<file path="config.mk">
export PLATFORM = sky130hd
export DESIGN_NAME = risc16b_mem_arbiter
export DESIGN_NICKNAME = d
export VERILOG_FILES = /design/src/rtl/risc16b_mem_arbiter.sv
export SDC_FILE = /design/constraint.sdc
export NUM_CORES = 1
export LEC_CHECK = 0
export CAP_MARGIN = 5
export CORE_AREA = 2 2 90 92
export DETAILED_ROUTE_END_ITERATION = 10
export DIE_AREA = 0 0 92 94
export GPL_ROUTABILITY_DRIVEN = 0
export PLACE_DENSITY = 0.9
export SYNTH_ARGS = -nofsm -noshare
export SYNTH_HDL_FRONTEND = slang
export SYNTH_SLANG_ARGS = --single-unit
export TNS_END_PERCENT = 1
</file>
<file path="constraint.sdc">
create_clock -name clk -period 2.8 [get_ports clk]
set_clock_uncertainty 0.15 [all_clocks]
set_input_delay 0.56 -clock clk [delete_from_list [all_inputs] [get_ports clk]]
set_output_delay 0.56 -clock clk [all_outputs]
set_load 0.01 [all_outputs]
</file>
<file path="src/rtl/risc16b_mem_arbiter.sv">
// rtl/risc16b_mem_arbiter.sv - CPU-priority cycle-stealing arbiter for the risc16b data memory
module risc16b_mem_arbiter #(
  parameter int STARVE_LIMIT = 8,
  parameter int CNT_W        = 8
) (
  input  logic        clk,
  input  logic        rst,
  // CPU data port (never stalled)
  input  logic [15:0] cpu_addr,
  input  logic        cpu_oe,
  input  logic [15:0] cpu_wdata,
  input  logic [1:0]  cpu_we,
  output logic [15:0] cpu_rdata,
  // host request channel
  input  logic        h_req_valid,
  output logic        h_req_ready,
  input  logic [15:0] h_req_addr,
  input  logic [15:0] h_req_wdata,
  input  logic [1:0]  h_req_we,
  // host response channel
  output logic        h_rsp_valid,
  input  logic        h_rsp_ready,
  output logic [15:0] h_rsp_rdata,
  // shared memory port
  output logic [15:0] m_addr,
  output logic [1:0]  m_we,
  output logic [15:0] m_wdata,
  input  logic [15:0] m_rdata,
  // status
  output logic        host_grant,
  output logic        starve
);

  typedef enum logic [1:0] {
    IDLE = 2'd0,
    PEND = 2'd1,
    RESP = 2'd2
  } state_t;

  localparam logic [CNT_W-1:0] LIMIT = CNT_W'(STARVE_LIMIT);

  state_t      state;
  state_t      state_next;

  logic        cpu_busy;
  logic [15:0] buf_addr;
  logic [15:0] buf_wdata;
  logic [1:0]  buf_we;
  logic [15:0] rsp_rdata;
  logic [CNT_W-1:0] cnt;

  // Loads see memory directly; the arbiter adds no latency on the CPU path.
  assign cpu_rdata = m_rdata;
  assign cpu_busy  = cpu_oe | (cpu_we != 2'b00);

  // Registered outputs are forced to zero while rst is high.
  assign h_rsp_rdata = rst ? 16'h0000 : rsp_rdata;
  assign starve      = !rst && (cnt == LIMIT);

  // State register.
  always_ff @(posedge clk) begin
    if (rst) begin
      state <= IDLE;
    end else begin
      state <= state_next;
    end
  end

  // Next-state and handshake/grant outputs; the host only gets cycles the CPU leaves idle.
  always_comb begin
    state_next  = state;
    h_req_ready = 1'b0;
    host_grant  = 1'b0;
    h_rsp_valid = 1'b0;
    if (!rst) begin
      case (state)
        IDLE: begin
          h_req_ready = 1'b1;
          if (h_req_valid) begin
            state_next = PEND;
          end
        end
        PEND: begin
          if (!cpu_busy) begin
            host_grant = 1'b1;
            state_next = RESP;
          end
        end
        RESP: begin
          h_rsp_valid = 1'b1;
          if (h_rsp_ready) begin
            state_next = IDLE;
          end
        end
        default: begin
          state_next = IDLE;
        end
      endcase
    end
  end

  // Memory port mux: CPU by default, request buffer only on a grant cycle.
  always_comb begin
    m_addr  = cpu_addr;
    m_we    = cpu_we;
    m_wdata = cpu_wdata;
    if (host_grant) begin
      m_addr  = buf_addr;
      m_we    = buf_we;
      m_wdata = buf_wdata;
    end
  end

  // Request buffer, response data capture and starvation counter.
  always_ff @(posedge clk) begin
    if (rst) begin
      buf_addr  <= 16'h0000;
      buf_wdata <= 16'h0000;
      buf_we    <= 2'b00;
      rsp_rdata <= 16'h0000;
      cnt       <= '0;
    end else begin
      if (state == IDLE && h_req_valid) begin
        buf_addr  <= h_req_addr;
        buf_wdata <= h_req_wdata;
        buf_we    <= h_req_we;
      end
      if (host_grant) begin
        rsp_rdata <= (buf_we == 2'b00) ? m_rdata : 16'h0000;
        cnt       <= '0;
      end else if (state == PEND && cnt != LIMIT) begin
        cnt <= cnt + CNT_W'(1);
      end
    end
  end

endmodule

</file>
* Yosys cells after proc, flatten, opt, wreduce, memory -nomap -nowiden *
Index checks and enable logic that the tools add are counted.

cells by class
  add/subtract/negate cells = 1
  equality and inequality tests = 7
  multiplexer cells = 16
  bitwise gates (word level) = 1
  reductions and logical operators = 9

operators by type and width
  operator                                                                number
  16-bit two-way mux                                                      4
  8-bit by 1-bit adder with 8-bit output (second input constant)          1
  8-bit by 4-bit equality test with 1-bit output (second input constant)  1
  2-bit two-way mux                                                       4
  8-bit by 4-bit != test with 1-bit output (second input constant)        1
  1-bit two-way mux                                                       7
  2-bit != test (second input constant)                                   3
  2-bit case mux with 3 select lines                                      1
  2-bit zero test                                                         2
  1-bit logical AND                                                       3
  3-bit AND reduction                                                     1
  2-bit by 1-bit equality test with 1-bit output (second input constant)  1
  2-bit equality test (second input constant)                             1
  2-bit nonzero test                                                      1
  2-bit OR reduction                                                      1
  1-bit zero test                                                         1
  1-bit bitwise OR                                                        1

storage, ports and cells
  register bits after elaboration = 60
  output and inout port bits = 70
  word-level logic and storage cells = 40

* Depth between registers and ports, before layout *
  word-level depth = 6
  mapped depth = 6

* Least setup slack after synthesis *
OpenSTA, ideal clock, no wires.

  path type = input to output
  start = input cpu_oe
  end = output m_addr[1]
  arrival time = 1923 ps
  path slack = 167 ps
  cell stages on the path = 5
  path buffers = 2
  path through = or3_1 -> buf_2 -> nor3_4 -> buf_6 -> mux2_2

on the way
  longest elaborated chain between the ends = 5

ends and longest elaborated chain
  what                line  text
  start: declaration  10    input logic cpu_oe,
  1-bit bitwise OR    54    assign cpu_busy = cpu_oe | (cpu_we != 2'b00);
  1-bit two-way mux   84    if (!cpu_busy) begin
  1-bit two-way mux   76    case (state)
  1-bit two-way mux   75    if (!rst) begin
  net host_grant      30    output logic host_grant,
  16-bit two-way mux  107   if (host_grant) begin
  end: declaration    25    output logic [15:0] m_addr,

The timed path passes the listed nets, and every way through them passes these cells.

* Worst setup path after layout *
  start = input cpu_we[1]
  end = output m_addr[6]

on the way
  longest elaborated chain between the ends = 6

ends and longest elaborated chain
  what                line  text
  start: declaration  12    input logic [1:0] cpu_we,
  2-bit nonzero test  54
  1-bit bitwise OR    54
  1-bit two-way mux   84
  1-bit two-way mux   76
  1-bit two-way mux   75
  16-bit two-way mux  107

No other way between the ends.

==> summary.txt <==
Clock tree
  • Worst-skew pair later-pin latency: 330 ps
  • Maximum level of the CTS H-tree: 3
  • CTS sink cnt: 60
  • Clock tree from TritonCTS: built
  • Clock root buffer master: sky130_fd_sc_hd__clkbuf_8
  • Maximum number of buffers from clock root to sink: 2
  • Clock transition time at the flip-flop clock pins of the worst setup and hold paths: 70 ps
  • # hold bufs at CTS: 0
  • TritonCTS Buffers: 9

GRT
  • Total global routing overflow: 0
  • Maximum number of pins on one net before global-route repair: 67
  • All-Layer GR Usage: 22.4%
  • Number of antenna violations at the first check in global routing: 0
  • Vias in the first global route: 3075
  • Global-route wire length before repair: 15200 µm

Floorplanning
  • Initial core utilization: 38.2%
  • Row count: 32
  • Die Wd: 92 µm
  • Die ar.: 0.00865 mm²
  • Count of pins on the block boundary: 159
  • Core Area: 0.00761 mm²
  • Y dimension of the die: 94 µm

Power
  • Design Power: 2.04 mW
  • Static leakage: 1.94 nW
  • Power density cells: 417 mW/mm²
  • Worst voltage drop across the vdd grid: 0.000307 V

Timing
  • RSZ-0062 raised after global routing: no
  • Transition time at the pin with the least slew margin: 953 ps
  • Final min period: 2730 ps
  • Post-route fraction of the period consumed by the critical path: 97.6%
  • Max-slew violations: 0
  • Worst hold slack across all endpoints: 312 ps
  • Setup-violating endpoint count in the final report: 0
  • Hold Violations, Final: 0
  • Total negative slack for setup checks: 0 ps
  • Relative max-transition margin: 36.5%
  • Fmax: 0.366 GHz

Final layout
  • Highest-count cells in the layout ignoring fill and taps: 118 x sky130_fd_sc_hd__clkdlybuf4s50_1, 70 x sky130_fd_sc_hd__nand2_1, 60 x sky130_fd_sc_hd__dfxtp_1
  • Inserted Diodes: 0
  • Fraction of final layout cells with drive strength greater than 1: 22.3%
  • P&R area growth vs syn: 68.7%
  • Net count, final: 576
  • Count of non-filler cells in the finished layout: 591
  • Post-layout utilization of the core: 64.5%
  • Most common cell after layout, fill and taps aside: sky130_fd_sc_hd__clkdlybuf4s50_1

Detailed routing
  • Count of TritonRoute iterations in the first routing pass: 4
  • Via total after detailed routing: 2987
  • DRC violation count after routing: 0
  • Post-detailed-route count of antenna-violating nets: 0
  • Sum of routed wire length over all layers: 9550 µm
  • Mean number of vias per cell: 5.05
  • DRT iter0 DRCs: 106
  • Final routed wire length divided by cell count: 16.2 µm

Placed design
  • Post-DP HPWL: 6420 µm
  • Count of input and output buffers: 158
  • Placed Instances: 569

Logic synthesis
  • Avg Cell Area, Syn: 8.66 µm²
  • Post-synthesis async set-or-reset flop share: 0%
  • Synthesis-stage register bit count: 60
  • Synthesis Warnings: 0
  • Gate Count Post-Synth: 336
  • Proportion of synthesized chip area in sequential cells: 41.3%
  • Total standard cell area after synthesis: 0.00291 mm²
  • Syn nets: 427
  • Most common flop cell mapped by yosys: sky130_fd_sc_hd__dfxtp_1
  • Distinct cells, synth: 38
  • Number of enable flip-flop cells after synthesis: 0

Worst setup path
  • Arrival time worst endpoint: 2020 ps
  • Top fanout value on the critical path: 7
  • CP startpoint kind: input port
  • Required @ worst endpoint: 2090 ps
  • Critical path start-end classification: input port to primary output
  • Kind of end point of the critical path: primary output

Run
  • Number of max-cap violations: 0

Min path
  • Class of the worst hold path: flop to flop

Status
  • Run status: finished, final reports clean
kinds of logic after synthesis:
kind of cell	count (synthesis)	synth area share, %
and+or+nand+nor	119	20.3
muxes	34	13.1
DFF	60	41.3
AOI/OAI and AO/OA	77	15.7
buffers and inverters	44	8.69
adders and majority gates	2	0.860
critical path, stage by stage:
cell and delay [ps]:
sky130_fd_sc_hd__clkdlybuf4s15_1 190, sky130_fd_sc_hd__or3_4 350, sky130_fd_sc_hd__nor3_4 170, sky130_fd_sc_hd__buf_6 160, sky130_fd_sc_hd__buf_16 120, sky130_fd_sc_hd__mux2_2 340
sky130_fd_sc_hd__buf_6 120
area by class of cell:
class | instances | area (µm²)
well taps | 102 | 128
clock inverters | 2 | 10.0
clock buffers | 13 | 159
repair buffers | 178 | 1820
multi-input cells | 232 | 1570
fillers | 599 | 2700
inverters | 4 | 15.0
flip-flops and latches | 60 | 1200
final timing paths:
path | from | to | slack (ps) | cells past startpoint
min reg2reg | buf_wdata[3]$_SDFFE_PP0P_ | buf_wdata[3]$_SDFFE_PP0P_ | 310 | 2
max reg2reg | state[1]$_SDFFE_PP0P_ | rsp_rdata[5]$_SDFFE_PP0P_ | 800 | 4
max | cpu_we[1] | m_addr[6] | 70 | 7
min | buf_wdata[3]$_SDFFE_PP0P_ | buf_wdata[3]$_SDFFE_PP0P_ | 310 | 2
power breakdown:
part | switching [mW] | internal, mW
registers | 0.0226 | 0.891
clock network | 0.324 | 0.362
logic | 0.177 | 0.268
through the flow:
step / instance area (µm²) / worst slack, ps
floorplan: 2910 / 167
global placement: 4500 / -576
detailed placement: 4500 / -628
CTS: 4950 / -89.0
global route: 4910 / 3.22
finish: 4910 / 66.9
routing by layer:
layer	global-route usage (%)	vias up	routed length, µm
met5	0	-	0
met2	39.6	111	4990
met1	25.3	1419	3700
met4	9.70	0	222
li1	-	1440	-
met3	6.10	17	637
cell usage after synthesis (2+ instances only):
cell type | number | area, µm²
sky130_fd_sc_hd__ha_1 | 2 | 25.0
sky130_fd_sc_hd__a211o_1 | 2 | 17.5
sky130_fd_sc_hd__a21oi_1 | 46 | 230
sky130_fd_sc_hd__o21ai_0 | 10 | 50.1
sky130_fd_sc_hd__nor2b_1 | 18 | 113
sky130_fd_sc_hd__nor2_1 | 6 | 22.5
sky130_fd_sc_hd__buf_4 | 16 | 120
sky130_fd_sc_hd__mux2_1 | 3 | 33.8
sky130_fd_sc_hd__buf_6 | 3 | 33.8
sky130_fd_sc_hd__nand4_1 | 5 | 31.3
sky130_fd_sc_hd__a21o_1 | 3 | 22.5
sky130_fd_sc_hd__nor3b_1 | 2 | 15.0
sky130_fd_sc_hd__or3_1 | 5 | 31.3
sky130_fd_sc_hd__inv_1 | 4 | 15.0
sky130_fd_sc_hd__dfxtp_1 | 60 | 1200
sky130_fd_sc_hd__mux2i_1 | 2 | 20.0
sky130_fd_sc_hd__mux2_2 | 29 | 327
sky130_fd_sc_hd__nand3_1 | 2 | 10.0
sky130_fd_sc_hd__nand2_1 | 70 | 263
sky130_fd_sc_hd__a22o_1 | 12 | 105
sky130_fd_sc_hd__buf_2 | 4 | 20.0
sky130_fd_sc_hd__buf_1 | 2 | 7.51
sky130_fd_sc_hd__clkbuf_1 | 15 | 56.3
flip-flops by register name (all words and copies together), names as in the netlist:
register / cells
cnt: 8
state: 2
rsp_rdata: 16
buf_we: 2
buf_addr: 16
buf_wdata: 16
timing repair:
| item | in CTS | in global routing |
|---|---|---|
| pin swaps | 2 | 2 |
| gates resized for setup | 202 | 4 |
| buffers inserted | 5 | 1 |
| setup endpoints to repair | 36 | 35 |
| cloned | 3 | 0 |
Power figures use the tool's default switching activity.
